--- src/rtl/fifo_to_mem_window.sv ---
// FWFT FIFO to QDR write-port drain engine with a programmable address window.
// Wraps for continuous capture or stops at the window end with a done flag.
module fifo_to_mem_window #(
  parameter int FIFO_DATA_WIDTH = 72,
  parameter int MEM_ADDR_WIDTH  = 19,
  parameter int MEM_DATA_WIDTH  = 36,
  parameter int MEM_BW_WIDTH    = 4,
  parameter int COUNT_WIDTH     = 32
) (
  input  logic                       clk,
  input  logic                       rst,
  input  logic                       sw_rst,
  input  logic                       cal_done,
  input  logic                       cfg_enable,
  input  logic                       cfg_wrap,
  input  logic [MEM_ADDR_WIDTH-1:0]  cfg_addr_low,
  input  logic [MEM_ADDR_WIDTH-1:0]  cfg_addr_high,
  input  logic [FIFO_DATA_WIDTH-1:0] fifo_data,
  input  logic                       fifo_empty,
  output logic                       fifo_rd_en,
  input  logic                       mem_wr_full,
  output logic                       mem_ad_w_n,
  output logic                       mem_d_w_n,
  output logic [MEM_ADDR_WIDTH-1:0]  mem_ad_wr,
  output logic [MEM_DATA_WIDTH-1:0]  mem_dwl,
  output logic [MEM_DATA_WIDTH-1:0]  mem_dwh,
  output logic [MEM_BW_WIDTH-1:0]    mem_bwl_n,
  output logic [MEM_BW_WIDTH-1:0]    mem_bwh_n,
  output logic                       busy,
  output logic                       done,
  output logic                       cfg_err,
  output logic [COUNT_WIDTH-1:0]     wr_count,
  output logic [COUNT_WIDTH-1:0]     wrap_count
);

  typedef enum logic [1:0] {
    IDLE,
    RUN,
    DONE
  } state_e;

  state_e                    state_q;
  logic [MEM_ADDR_WIDTH-1:0] lo_q;
  logic [MEM_ADDR_WIDTH-1:0] hi_q;
  logic [MEM_ADDR_WIDTH-1:0] next_q;
  logic                      wrap_q;
  logic                      stb_n_q;
  logic [MEM_ADDR_WIDTH-1:0] addr_q;
  logic [MEM_DATA_WIDTH-1:0] dwl_q;
  logic [MEM_DATA_WIDTH-1:0] dwh_q;
  logic                      cfg_err_q;
  logic [COUNT_WIDTH-1:0]    wr_cnt_q;
  logic [COUNT_WIDTH-1:0]    wrap_cnt_q;
  logic                      issue;
  logic                      cfg_bad;

  // sw_rst wins over a same-cycle issue, so it must also block the pop
  assign issue = (state_q == RUN) & ~fifo_empty & ~mem_wr_full
               & cal_done & cfg_enable & ~sw_rst;
  assign cfg_bad = cfg_addr_high < cfg_addr_low;

  always_ff @(posedge clk or posedge rst) begin
    if (rst) begin
      state_q    <= IDLE;
      lo_q       <= '0;
      hi_q       <= '0;
      next_q     <= '0;
      wrap_q     <= 1'b0;
      stb_n_q    <= 1'b1;
      addr_q     <= '0;
      dwl_q      <= '0;
      dwh_q      <= '0;
      cfg_err_q  <= 1'b0;
      wr_cnt_q   <= '0;
      wrap_cnt_q <= '0;
    end else if (sw_rst) begin
      state_q    <= IDLE;
      stb_n_q    <= 1'b1;
      addr_q     <= '0;
      dwl_q      <= '0;
      dwh_q      <= '0;
      cfg_err_q  <= 1'b0;
      wr_cnt_q   <= '0;
      wrap_cnt_q <= '0;
    end else begin
      stb_n_q   <= ~issue;
      cfg_err_q <= (state_q == IDLE) & cfg_enable & cfg_bad;
      unique case (state_q)
        IDLE: begin
          if (cfg_enable && cal_done && !cfg_bad) begin
            state_q <= RUN;
            lo_q    <= cfg_addr_low;
            hi_q    <= cfg_addr_high;
            next_q  <= cfg_addr_low;
            wrap_q  <= cfg_wrap;
          end
        end
        RUN: begin
          if (!cfg_enable) begin
            state_q <= IDLE;
          end else if (issue) begin
            addr_q   <= next_q;
            dwl_q    <= fifo_data[MEM_DATA_WIDTH-1:0];
            dwh_q    <= fifo_data[2*MEM_DATA_WIDTH-1:MEM_DATA_WIDTH];
            wr_cnt_q <= wr_cnt_q + COUNT_WIDTH'(1);
            if (next_q == hi_q) begin
              if (wrap_q) begin
                next_q     <= lo_q;
                wrap_cnt_q <= wrap_cnt_q + COUNT_WIDTH'(1);
              end else begin
                state_q <= DONE;
              end
            end else begin
              next_q <= next_q + MEM_ADDR_WIDTH'(1);
            end
          end
        end
        DONE: begin
          if (!cfg_enable) state_q <= IDLE;
        end
        default: state_q <= IDLE;
      endcase
    end
  end

  assign fifo_rd_en = issue;
  assign mem_ad_w_n = stb_n_q;
  assign mem_d_w_n  = stb_n_q;
  assign mem_ad_wr  = addr_q;
  assign mem_dwl    = dwl_q;
  assign mem_dwh    = dwh_q;
  assign mem_bwl_n  = '0;
  assign mem_bwh_n  = '0;
  assign busy       = (state_q == RUN);
  assign done       = (state_q == DONE);
  assign cfg_err    = cfg_err_q;
  assign wr_count   = wr_cnt_q;
  assign wrap_count = wrap_cnt_q;

endmodule

--- config.mk ---
export PLATFORM = sky130hd
export DESIGN_NAME = fifo_to_mem_window
export DESIGN_NICKNAME = d
export VERILOG_FILES = /design/src/rtl/fifo_to_mem_window.sv
export SDC_FILE = /design/constraint.sdc
export NUM_CORES = 1
export LEC_CHECK = 0
export ABC_AREA = 1
export CAP_MARGIN = 25
export CORE_MARGIN = 1
export CORE_UTILIZATION = 40
export DETAILED_ROUTE_END_ITERATION = 16
export GPL_TIMING_DRIVEN = 0
export PLACE_DENSITY = 0.68
export SETUP_SLACK_MARGIN = 0.05
export SLEW_MARGIN = 5
export SYNTH_ARGS = -nofsm -noshare
export SYNTH_HDL_FRONTEND = slang
export SYNTH_SLANG_ARGS = --single-unit
--- constraint.sdc ---
create_clock -name clk -period 16.6 [get_ports clk]
set_input_delay 3.32 -clock clk [delete_from_list [all_inputs] [get_ports clk]]
set_output_delay 3.32 -clock clk [all_outputs]
set_load 0.02 [all_outputs]
==> impl_metrics.toml <==
[status]
outcome = "completed"

[clock_tree]
cts_root_buf = "clkbuf_16"
clockBufferDepth = 3
cts.sinks = 217
post_cts_resized = 0
clk_pin_slew_ns = 0.06
ctsHoldBuffers = 0
clk_latency_ns = 0.52
post_cts_buffers = 0
cts_tree = "built"
cts_max_level = 1
numCtsBuffers = 25

[layout]
nets = 1906
antenna_cells = 0
drive_gt1_share_pct = 6.218
area_delta_synth_final_pct = 36.58

[grt]
grt_pass1_wl_um = 56830
grt_usage_pct = 24.60
antenna_found_initial = 0
first_global_vias = 10420
grt_start_max_net_pins = 93
grt_overflow = 0

[floorplan]
pin_count = 287
die_w_um = 172.0
die_h_um = 172.0
row_count = 61
initial_core_util_pct = 41.14
die_area_mm2 = 0.02957
coreArea_mm2 = 0.02809

[place]
io_buffers = 277
gp_congestion = 0.9505
dpl.hpwl_um = 28080

[synth]
syn-cell-area_mm2 = 0.01155
synth_top_area_share_pct = 46.78
synth.avg_cell_area_um2 = 7.946
synthCells = 1454
ys_warn_count = 0
ys_ff_latch = 217
ys_seq_area_share_pct = 47.01
synth_commonest_cells = "nand2_1 (414), dfrtp_1 (216), inv_1 (169)"
synth.most_common_cell = "nand2_1"
netlist_top_cells_area = "dfrtp_1 (47%), nand2_1 (13%), a22o_1 (5.6%), inv_1 (5.5%), nor2_1 (4.0%)"
async_flop_share_pct = 100.0
ys.flop_type = "dfrtp_1"
synth_cell_types = 45
synth_edf_count = 0
yosysTopAreaCell = "dfrtp_1"

[setup_path]
crit_type = "primary input to primary output"
rr_endpoint = "next_q[16]"
startpoint = "cfg_enable"
crit_path_max_fanout = 10
endpoint_kind = "primary output"
crit_top_cell = "clkdlybuf4s50_1"
cp_data_required_time_ns = 13.28
r2r-start = "next_q[1]"
reg2reg_depth = 12
slowest_delay_ns = 0.75
cp_cell_sequence = "clkdlybuf4s50_1 -> nand2_1 -> nor3_2 -> nand2_2 -> inv_1 -> clkbuf_1 -> clkdlybuf4s50_1"
crit_end = "fifo_rd_en"
cp.depth = 7
crit_path_start_kind = "primary input"
reg2reg_setup_slack_ns = 14.40
cp.arrival_ns = 6.11
cpMaxStageDelayCell = "clkdlybuf4s50_1"
path_buf_inv = 4
critPathTopFamily = "buffers and inverters"

[worst_hold_path]
hp-class = "flop to flop"

[route]
routed_wl_um = 36420
ant_nets = 0
first_iter_violations = 802
vias = 10980
first_pass_iters = 6
wire_per_inst_um = 16.84
drc = 0
viasPerCell = 5.077

[sta]
min_period_ns = 9.427
fin_crit_sh_pct = 56.79
skew_ns = 0.01371
rsz0062_at_grt = "false"
worst_pin_slew_ns = 0.7527
relSlewSlack_pct = 49.82
max_freq_mhz = 106.1
tns_ns = 0
report.final.slew_viol_count = 0
whs_ns = 0.4830
hold_viol_final = 0
setup_violations = 0

[power_and_ir_drop]
power_density_mw_per_mm2 = 93.87
vdd_drop_max_mv = 0.06672
p_leak_nw = 7.298

[run]
cap_violations = 0
## sequential cells by signal, indices dropped and copies added, names as in the netlist
name,cells
cfg_err,1
hi_q,19
lo_q,19
mem_ad_w_n,1
mem_ad_wr,19
mem_dwh,36
mem_dwl,36
next_q,19
state_q,2
wr_count,32
wrap_count,32
wrap_q,1
## where the power goes
part	switching [W]	total (W)	internal, W
clock network	0.000222	0.000596	0.000374
logic	0.000162	0.000272	0.000109
registers	0.0000388	0.000614	0.000575
## cells in the final DEF (no fill, tap or decap), types with 3 or more instances in the layout
cell and count:
xor2_1 30, nand4_1 39, inv_2 3, clkbuf_16 25, conb_1 8, and3_1 3
buf_4 15, nor3_1 29, inv_1 168, nor2_1 122, clkbuf_8 8, nor4_1 8
nand2_1 414, o21ai_1 4, nand3_2 4, a22o_1 74, clkdlybuf4s50_1 277, dfrtp_1 216
clkbuf_1 29, xnor2_1 15, o31ai_1 9, nand2_2 4, nor2_4 3, bufinv_16 4
and2_1 3, o21ai_0 86, ha_1 21, nand3_1 71, buf_2 24, a21oi_1 35
clkbuf_2 3
## layout make-up
class	instances	area, µm²
fill	2648	12310
sequential	217	5431
multi-input combinational	1001	5131
timing repair buffer	279	2828
clock buffer	38	754.5
inverter	174	660.6
tap	378	473.0
buffer	69	364.1
clock inverter	7	137.6
## per-layer routing
metal  routed length (µm)  vias to the layer above  global-route usage, %
met5                    0                        -                      0
met4                 1222                        0                  8.042
li1                     -                     5347                      -
met1                16160                     5207                  34.01
met2                17210                      356                  40.29
met3                 1829                       71                  2.586
## worst register-to-register path, delay by kind of cell, from the launching register on
family        cells  cell delay (ns)
xor+xnor          1             0.14
fa+ha+maj         1             0.25
simple gates     10             1.20
flops             1             0.50
## how the worst min path moves through the flow
stage	from	end	slack, ns	depth (start not counted)
floorplan	lo_q[0]	lo_q[0]	0.45	2
CTS	lo_q[7]	lo_q[7]	0.49	2
finish	lo_q[7]	lo_q[7]	0.48	2
global placement	lo_q[5]	lo_q[5]	0.47	2
global route	mem_ad_wr[1]	mem_ad_wr[1]	0.50	1
detailed placement	lo_q[7]	lo_q[7]	0.47	2
## per-stage QoR
stage | worst slack, ns | power (W) | instances | instance area [µm²] | utilization [%]
floorplan | 7.346 | 0.0007946 | 1461 | 11580 | -
global placement | 4.323 | 0.0008872 | 2116 | 14830 | 52.78
detailed placement | 7.175 | 0.0008924 | 2118 | 14890 | 53.01
CTS | 7.169 | 0.001492 | 2163 | 15780 | 56.18
global route | 7.048 | 0.001557 | 2163 | 15780 | 56.18
finish | 7.173 | 0.001481 | 2163 | 15780 | 56.18
## logic make-up after synthesis
group,synth area share (%)
and+or+nand+nor,26.04
DFF,47.01
other,0.03246
xor gates and xnor gates,3.411
AOI/OAI and AO/OA,12.42
buffers and inverters,8.804
adders and majority gates,2.274
Note: power is estimated with default switching activity, not from simulation.
